$ cat src/rtl/weight_load_scheduler.sv
// ---------------------------------------------------------------------------
// weight_load_scheduler
//
// Purpose:
//   Queues weight-tile load descriptors from the layer controller, issues them
//   one at a time to the weight buffer loader through its one-cycle conf
//   interface, and ping-pongs the loads between two weight-buffer banks.
//   A filled bank is flagged ready for the PE array and stays ready until the
//   PE array releases it. Banks are filled strictly alternately 0,1,0,1,...
//
// Optional feature (macro WEIGHT_LOAD_SCHED_TIMEOUT_EN):
//   Defined   - watchdog counter in WAIT_START/WAIT_DONE; when it reaches
//               TIMEOUT_CYCLES the load is abandoned, err[2] is set and the
//               FSM returns to IDLE without committing a bank.
//   Undefined - no watchdog, err[2] is constant 0, waits are unbounded.
//
// Ports:
//   clk, rst            clock, synchronous active-high reset
//   desc_valid/ready    descriptor handshake (ready = queue not full)
//   desc_ddr_addr       DDR start address of the tile
//   desc_weight_num     number of weights in the tile
//   ld_conf             one-cycle load start pulse to the loader
//   ld_ddr_st_addr      loader DDR start address
//   ld_weight_num       loader weight count
//   ld_weight_ddr_byte  loader DDR byte length (weights*9*X_PE*X_MESH)
//   ld_wb_st_addr       loader weight-buffer start address (bank base)
//   ld_idle             loader idle flag
//   bank_ready[1:0]     bank b holds a valid tile
//   bank0/1_weight_num  weight count held in each bank
//   bank_release[1:0]   one-cycle pulse, PE array finished with bank b
//   busy                FSM active or descriptors pending
//   err[2:0]            sticky: [0] illegal release, [1] zero-length
//                       descriptor, [2] watchdog timeout
// ---------------------------------------------------------------------------
module weight_load_scheduler #(
    parameter int DDR_ADDR_LEN   = 32,
    parameter int ADDR_LEN       = 16,
    parameter int SINGLE_LEN     = 24,
    parameter int X_PE           = 16,
    parameter int X_MESH         = 16,
    parameter int DESC_DEPTH     = 4,
    parameter int BANK_WORDS     = 1024,
    parameter int TIMEOUT_CYCLES = 65535
) (
    input  logic                    clk,
    input  logic                    rst,
    input  logic                    desc_valid,
    output logic                    desc_ready,
    input  logic [DDR_ADDR_LEN-1:0] desc_ddr_addr,
    input  logic [SINGLE_LEN-1:0]   desc_weight_num,
    output logic                    ld_conf,
    output logic [DDR_ADDR_LEN-1:0] ld_ddr_st_addr,
    output logic [SINGLE_LEN-1:0]   ld_weight_num,
    output logic [SINGLE_LEN-1:0]   ld_weight_ddr_byte,
    output logic [ADDR_LEN-1:0]     ld_wb_st_addr,
    input  logic                    ld_idle,
    output logic [1:0]              bank_ready,
    output logic [SINGLE_LEN-1:0]   bank0_weight_num,
    output logic [SINGLE_LEN-1:0]   bank1_weight_num,
    input  logic [1:0]              bank_release,
    output logic                    busy,
    output logic [2:0]              err
);

    localparam int PTR_W = $clog2(DESC_DEPTH);
    localparam logic [PTR_W:0]        DEPTH_CNT  = (PTR_W+1)'(DESC_DEPTH);
    localparam logic [ADDR_LEN-1:0]   BANK1_BASE = ADDR_LEN'(BANK_WORDS);
    localparam logic [SINGLE_LEN+31:0] BYTE_SCALE = (SINGLE_LEN+32)'(9 * X_PE * X_MESH);

    typedef enum logic [2:0] {
        IDLE,
        ISSUE,
        WAIT_START,
        WAIT_DONE,
        COMMIT
    } state_t;

    state_t                  state;
    logic                    wr_bank;

    logic [DDR_ADDR_LEN-1:0] q_addr [DESC_DEPTH];
    logic [SINGLE_LEN-1:0]   q_num  [DESC_DEPTH];
    logic [PTR_W-1:0]        wr_ptr;
    logic [PTR_W-1:0]        rd_ptr;
    logic [PTR_W:0]          count;
    logic [PTR_W:0]          count_next;

    logic                    push;
    logic                    pop;
    logic                    q_empty;
    logic                    head_zero;
    logic [DDR_ADDR_LEN-1:0] head_addr;
    logic [SINGLE_LEN-1:0]   head_num;
    logic [1:0]              commit_set;
    logic                    illegal_rel;

`ifdef WEIGHT_LOAD_SCHED_TIMEOUT_EN
    localparam int TMO_W = $clog2(TIMEOUT_CYCLES + 1);
    logic [TMO_W-1:0] tmo_cnt;
    logic             tmo_hit;
    // Counter value is the number of cycles already spent in the wait state,
    // so the hit fires on the TIMEOUT_CYCLES-th cycle.
    assign tmo_hit = (tmo_cnt == TMO_W'(TIMEOUT_CYCLES - 1));
`else
    logic unused_tmo;
    assign unused_tmo = (TIMEOUT_CYCLES > 0);
`endif

    // DDR byte length of a tile; the product is formed wide and truncated.
    function automatic logic [SINGLE_LEN-1:0] byte_len(input logic [SINGLE_LEN-1:0] n);
        logic [SINGLE_LEN+31:0] p;
        p = {32'd0, n} * BYTE_SCALE;
        return p[SINGLE_LEN-1:0];
    endfunction

    always_comb begin
        head_addr   = q_addr[rd_ptr];
        head_num    = q_num[rd_ptr];
        q_empty     = (count == '0);
        head_zero   = (head_num == '0);
        push        = desc_valid && desc_ready;
        // Zero-length heads are discarded from IDLE; normal heads leave in ISSUE.
        pop         = ((state == IDLE) && !q_empty && head_zero) || (state == ISSUE);
        count_next  = count + {{PTR_W{1'b0}}, push} - {{PTR_W{1'b0}}, pop};
        commit_set  = 2'b00;
        if (state == COMMIT) begin
            commit_set = wr_bank ? 2'b10 : 2'b01;
        end
        illegal_rel = |(bank_release & ~bank_ready);
    end

    assign busy = (state != IDLE) || !q_empty;

    // Descriptor storage: data only, no reset needed.
    always_ff @(posedge clk) begin
        if (push) begin
            q_addr[wr_ptr] <= desc_ddr_addr;
            q_num[wr_ptr]  <= desc_weight_num;
        end
    end

    // Control: queue pointers, FSM, bank bookkeeping, registered outputs.
    always_ff @(posedge clk) begin
        if (rst) begin
            state              <= IDLE;
            wr_bank            <= 1'b0;
            wr_ptr             <= '0;
            rd_ptr             <= '0;
            count              <= '0;
            desc_ready         <= 1'b1;
            ld_conf            <= 1'b0;
            ld_ddr_st_addr     <= '0;
            ld_weight_num      <= '0;
            ld_weight_ddr_byte <= '0;
            ld_wb_st_addr      <= '0;
            bank_ready         <= 2'b00;
            bank0_weight_num   <= '0;
            bank1_weight_num   <= '0;
            err                <= 3'b000;
`ifdef WEIGHT_LOAD_SCHED_TIMEOUT_EN
            tmo_cnt            <= '0;
`endif
        end else begin
            ld_conf    <= 1'b0;
            count      <= count_next;
            desc_ready <= (count_next != DEPTH_CNT);
            if (push) begin
                wr_ptr <= wr_ptr + PTR_W'(1);
            end
            if (pop) begin
                rd_ptr <= rd_ptr + PTR_W'(1);
            end

            // A release only clears a bank that is ready; COMMIT only targets a
            // not-ready bank, so the two never touch the same bit legally.
            bank_ready <= (bank_ready & ~bank_release) | commit_set;
            if (illegal_rel) begin
                err[0] <= 1'b1;
            end

            case (state)
                IDLE: begin
                    if (!q_empty) begin
                        if (head_zero) begin
                            err[1] <= 1'b1;
                        end else if (!bank_ready[wr_bank]) begin
                            state <= ISSUE;
                        end
                    end
                end
                ISSUE: begin
                    ld_conf            <= 1'b1;
                    ld_ddr_st_addr     <= head_addr;
                    ld_weight_num      <= head_num;
                    ld_weight_ddr_byte <= byte_len(head_num);
                    ld_wb_st_addr      <= wr_bank ? BANK1_BASE : '0;
                    state              <= WAIT_START;
`ifdef WEIGHT_LOAD_SCHED_TIMEOUT_EN
                    tmo_cnt            <= '0;
`endif
                end
                WAIT_START: begin
                    if (!ld_idle) begin
                        state <= WAIT_DONE;
`ifdef WEIGHT_LOAD_SCHED_TIMEOUT_EN
                        tmo_cnt <= '0;
                    end else if (tmo_hit) begin
                        err[2] <= 1'b1;
                        state  <= IDLE;
                    end else begin
                        tmo_cnt <= tmo_cnt + TMO_W'(1);
`endif
                    end
                end
                WAIT_DONE: begin
                    if (ld_idle) begin
                        state <= COMMIT;
`ifdef WEIGHT_LOAD_SCHED_TIMEOUT_EN
                    end else if (tmo_hit) begin
                        err[2] <= 1'b1;
                        state  <= IDLE;
                    end else begin
                        tmo_cnt <= tmo_cnt + TMO_W'(1);
`endif
                    end
                end
                COMMIT: begin
                    if (wr_bank) begin
                        bank1_weight_num <= ld_weight_num;
                    end else begin
                        bank0_weight_num <= ld_weight_num;
                    end
                    wr_bank <= ~wr_bank;
                    state   <= IDLE;
                end
                default: state <= IDLE;
            endcase
        end
    end

endmodule

$ cat config.mk
export PLATFORM = sky130hd
export DESIGN_NAME = weight_load_scheduler
export DESIGN_NICKNAME = d
export VERILOG_FILES = /design/src/rtl/weight_load_scheduler.sv
export SDC_FILE = /design/constraint.sdc
export NUM_CORES = 1
export LEC_CHECK = 0
export CORE_AREA = 5 5 200 202
export CTS_CLUSTER_DIAMETER = 50
export DETAILED_ROUTE_END_ITERATION = 10
export DIE_AREA = 0 0 205 207
export GPL_TIMING_DRIVEN = 0
export PLACE_DENSITY = 0.63
export SLEW_MARGIN = 15
export SYNTH_ARGS = -nofsm -noshare
export SYNTH_HDL_FRONTEND = slang
export SYNTH_SLANG_ARGS = --single-unit
$ cat constraint.sdc
create_clock -name clk -period 4.8 [get_ports clk]
set_clock_uncertainty 0.15 [all_clocks]
set_input_delay 1.44 -clock clk [delete_from_list [all_inputs] [get_ports clk]]
set_output_delay 1.44 -clock clk [all_outputs]
set_load 0.05 [all_outputs]
# [Word level (Yosys, flattened, before mapping)]
# Memories as Yosys holds them, arrays and structs flattened. A register that Yosys moved wholly into a read port is not among the register bits.
# Index checks and enable logic that the tools add are counted.
[classes] n_addsub=4 multipliers=1 order_cmp=1 eq_ne=10 muxes=16 bitwise_logic=7 reduce_logical=15
[op_table] cell="24-bit logical NOT" count=1
[op_table] cell="24-bit by 4-bit multiplier with 16-bit output (second input constant)" count=1
[op_table] cell="3-bit 2-to-1 mux" count=5
[op_table] cell="3-bit case mux with 4 select lines" count=1
[op_table] cell="11-bit 2-to-1 mux" count=1
[op_table] cell="2-bit != test (second input constant)" count=5
[op_table] cell="2-bit 2-to-1 mux" count=4
[op_table] cell="3-bit by 2-bit == test with 1-bit output (second input constant)" count=2
[op_table] cell="3-bit logical NOT" count=2
[op_table] cell="1-bit 2-to-1 mux" count=5
[op_table] cell="5-bit AND reduction" count=1
[op_table] cell="2-bit by 1-bit adder with 2-bit output (second input constant)" count=2
[op_table] cell="2-bit bitwise AND" count=2
[op_table] cell="2-bit NOT" count=2
[op_table] cell="2-bit AND reduction" count=2
[op_table] cell="3-bit by 1-bit adder with 3-bit output" count=1
[op_table] cell="3-bit by 1-bit == test with 1-bit output (second input constant)" count=1
[op_table] cell="3-bit == test (second input constant)" count=1
[op_table] cell="1-bit logical AND" count=3
[op_table] cell="3-bit != test (second input constant)" count=1
[op_table] cell="3-bit AND reduction" count=1
[op_table] cell="3-bit nonzero test" count=1
[op_table] cell="3-bit by 1-bit subtractor with 3-bit output" count=1
[op_table] cell="1-bit logical OR" count=2
[op_table] cell="5 further kinds" count=6
[word_totals] ff_bits=121 ramBits=224 inputBits=62 output_inout_bits=152 elab_cells=71 n_memories=2
[mem_list] name="q_addr" depth=4 word_bits=32 read_ports=1 rd_ports_with_merged_regs=1 wr=1 line="81" text="logic [DDR_ADDR_LEN-1:0] q_addr [DESC_DEPTH];"
[mem_list] name="q_num" depth=4 word_bits=24 read_ports=1 rd_ports_with_merged_regs=1 wr=1 line="82" text="logic [SINGLE_LEN-1:0] q_num [DESC_DEPTH];"

# [Longest topological paths before layout]
[logic_depth] ltp_word=7 mapped_depth=13

# [Worst setup path after synthesis]
# No wires, ideal clock.
[synth_timing] path_kind="register to register" from="reg (tool-made name)" to="reg ld_weight_ddr_byte[23]" setup_ns=0.127 arrival_ns=3.162 path_slack_ns=1.361 path_stages_with_launch=12 synth_period_minus_slack_ns=3.439 cell_sequence="dfxtp_1 buf_6 buf_12 mux4_2 ha_1 ha_1 a211oi_1 o21a_1 nor3_1 a2111oi_1 a211o_1 o211ai_1"
[synth_lines] element="to (signal assigned)" line="195" text="ld_weight_ddr_byte <= byte_len(head_num);"
[synth_lines] element="to (decl)" line="54" text="output logic [SINGLE_LEN-1:0] ld_weight_ddr_byte,"

# [Worst setup path in the final report]
[layout_timing] from="reg count[2]" to="out busy"
[layout_via] elab_chain_len=3
[layout_rtl] element="from (decl)" line="85" text="logic [PTR_W:0] count;"
[layout_rtl] element="from (signal assigned)" line="165" text="count <= count_next;"
[layout_rtl] element="3-bit logical NOT" line="119" text="q_empty = (count == '0);"
[layout_rtl] element="1-bit logical NOT"
[layout_rtl] element="1-bit logical OR" line="132" text="assign busy = (state != IDLE) || !q_empty;"
[layout_rtl] element="to (decl)" line="61" text="output logic busy,"
# No other way between the ends.

==> metrics.txt <==
outcome finished, final reports clean; Critical Path Start Type flip-flop; Reg clk slew, reported paths 0.05 ns; Total Routed Length 33.9 mm; GR Util met1 19.6%; global-route wire length before repair 51.6 mm; Post-DP HPWL 24.0 mm; Antenna Nets Post-Route 0; Slowest-stage cell, CP clkdlybuf4s50_1; CP cell instances or3_1, or4_1, clkdlybuf4s50_1; Worst Setup End Kind output port; largest net degree at the start of global routing 45; Synth-to-Final Area Change 29.2%; Setup Total Neg Slack 0 ns; Post-CTS Setup Bufs 0; overall global routing resource usage 15.8%; most frequent cells in the layout 232 x nand2_1, 224 x edfxtp_1, 188 x clkdlybuf4s50_1; M2 GR Usage 26.8%; commonest non-fill, non-tap cell in the layout nand2_1; Net count, final 1353; Max Slew Vio Count 0; DRC Markers 0; Placed Cells 1735; Max transition margin 42.0%; total congestion overflow 0; Max rail drop VDD 366 uV; dominant cell type by area after synthesis edfxtp_1; max_cap viols 0; CTS tree yes; final setup vio count 0; Tot Pwr 11.0 mW; worst setup path class flip-flop to output port; layout cells sized above 1 13.0%; busiest grt layer met2; Leakage Power 6.01 nW; Arrival @ worst endpoint 2.51 ns; Post-synth EDFFs 224; vias in the first global route 8897; Core Box Area 38100 sq um; Worst Tran Pin Value 0.871 ns; Initial DRC Count 385; worst-path fanout max 3; die area 42400 sq um; cells resized by post-CTS repair 0; Avg Inst Size Synth 13.9 sq um; unrepaired setup endpoints after global routing false; ys async rst share 0%; Clock Tree Root clkbuf_16; Detailed Routing Iterations Pass 1 5; Final Critical Period 4.10 ns; Req. time, crit path 3.21 ns; count of different cell masters after synthesis 53; post-synthesis sequential area ratio 68.1%; die width 205 microns; initial antenna violation count 6; Max Freq 244 MHz; Seq cells post-synth 361; hold_buf cts 0; routed vias/inst 4.76; Synth Cell Area 13900 sq um; total power divided by cell area 614 nW/um^2; RePlAce Congestion 0.814; Synth area leaders edfxtp_1 48%, dfxtp_1 20%, mux4_2 8.4%; post-DR wirelength/cell 18.7 microns; FP Rows 72; Tcrit/Tclk final 85.4%; Synth top area share 48.3%; prevailing post-synth register cell edfxtp_1; CTS Buf Count 42; H-Tree Depth 2; Port Buf Inserts 188; DR vias 8628; # IOs 214; Hold WC Path Type flip-flop to flip-flop; cells after synthesis 1002; Final Hold Viols 0; worst-case clock buffer depth 3; Clock Latency Late Sink 0.55 ns; met3 Use GR 4.58%; Die H 207 microns; final cell count without fillers 1812; Crit path largest cell delay 0.75 ns; initial core utilization 36.5%; TritonCTS Sinks 361; Yosys warning count 0
-- power by group --
group          internal (mW)  leakage, nW  total [mW]  switching (mW)
sequential              3.82         3.17        4.07           0.243
combinational           1.53         2.20        3.95            2.42
clock                   1.78        0.645        3.01            1.23
-- cells in the mapped netlist, types with 3 or more instances --
cell / number
nor4_2: 5
inv_1: 7
mux4_2: 52
o21a_1: 4
a211oi_1: 3
nor2_1: 17
edfxtp_1: 224
xnor2_1: 11
dfxtp_1: 137
o21bai_1: 3
and3_1: 9
buf_4: 29
nand2_1: 232
nand2b_1: 4
nor3_1: 5
clkbuf_1: 43
a21oi_1: 121
buf_2: 5
nand3_1: 9
mux4_1: 4
a21o_1: 4
ha_1: 28
-- cells by family (layout without fill, tap and decap cells) --
logic type                 after synthesis  after routing  synth area share, %
muxes                                   56             56                 9.17
buffers and inverters                   89            357                 3.59
and+or+nand+nor                        299            299                 9.35
other                                    1             25               0.0270
xor gates and xnor gates                13             13                0.818
adders and majority gates               30             30                 2.81
DFF                                    361            361                 68.1
AOI/OAI and AO/OA                      153            153                 6.17
-- critical path: cells and delay by family, from the launching register on --
kind          cells  cell delay [ns]
flops             1             0.31
simple gates      2             0.90
buf+inv           1             0.75
-- cell type report --
class                   count  area, sq um
diodes                      1         2.50
plain buffers              82          473
clock buffers              64         1230
clock inverters            12          101
fillers                  3415        20100
inverters                   7         26.3
multi-input cells         575         4050
flip-flops and latches    361         9470
well taps                 518          648
repair buffers            192         1980
-- flip-flops by register name (all words and copies together) (netlist names), 2 cells and up, named ones only --
register            cells
err                     2
state                   3
ld_weight_num          24
bank0_weight_num       24
q_num                  96
bank_ready              2
bank1_weight_num       24
ld_ddr_st_addr         32
ld_weight_ddr_byte     13
wr_ptr                  2
count                   3
q_addr                128
rd_ptr                  2
-- through the flow --
stage	utilization (%)	cell area, sq um	hold WS (ns)	worst slack (ns)
floorplan	-	14000	0.319	1.36
global placement	43.4	16500	0.292	-0.423
CTS	47.2	18000	0.304	0.641
detailed placement	43.7	16600	0.297	0.966
global route	47.2	18000	0.316	0.618
finish	47.2	18000	0.302	0.703
-- final timing paths --
kind / startpoint / to / slack [ns] / depth (start not counted)
worst max-delay path: count[2] / busy / 0.70 / 3
worst min-delay path: bank1_weight_num[3] / bank1_weight_num[3] / 0.30 / 2
worst max register to register: flip-flop / ld_weight_ddr_byte[21] / 0.93 / 11
worst min register to register: bank1_weight_num[3] / bank1_weight_num[3] / 0.30 / 2
-- layer usage --
metal	share of wire (%)	wire length, microns	vias to the layer above
li1	-	-	4152
met1	41	13800	4155
met2	49	16800	249
met3	7.4	2490	62
met4	2.2	742	10
met5	0.18	61	-
Power figures use the tool's default switching activity.
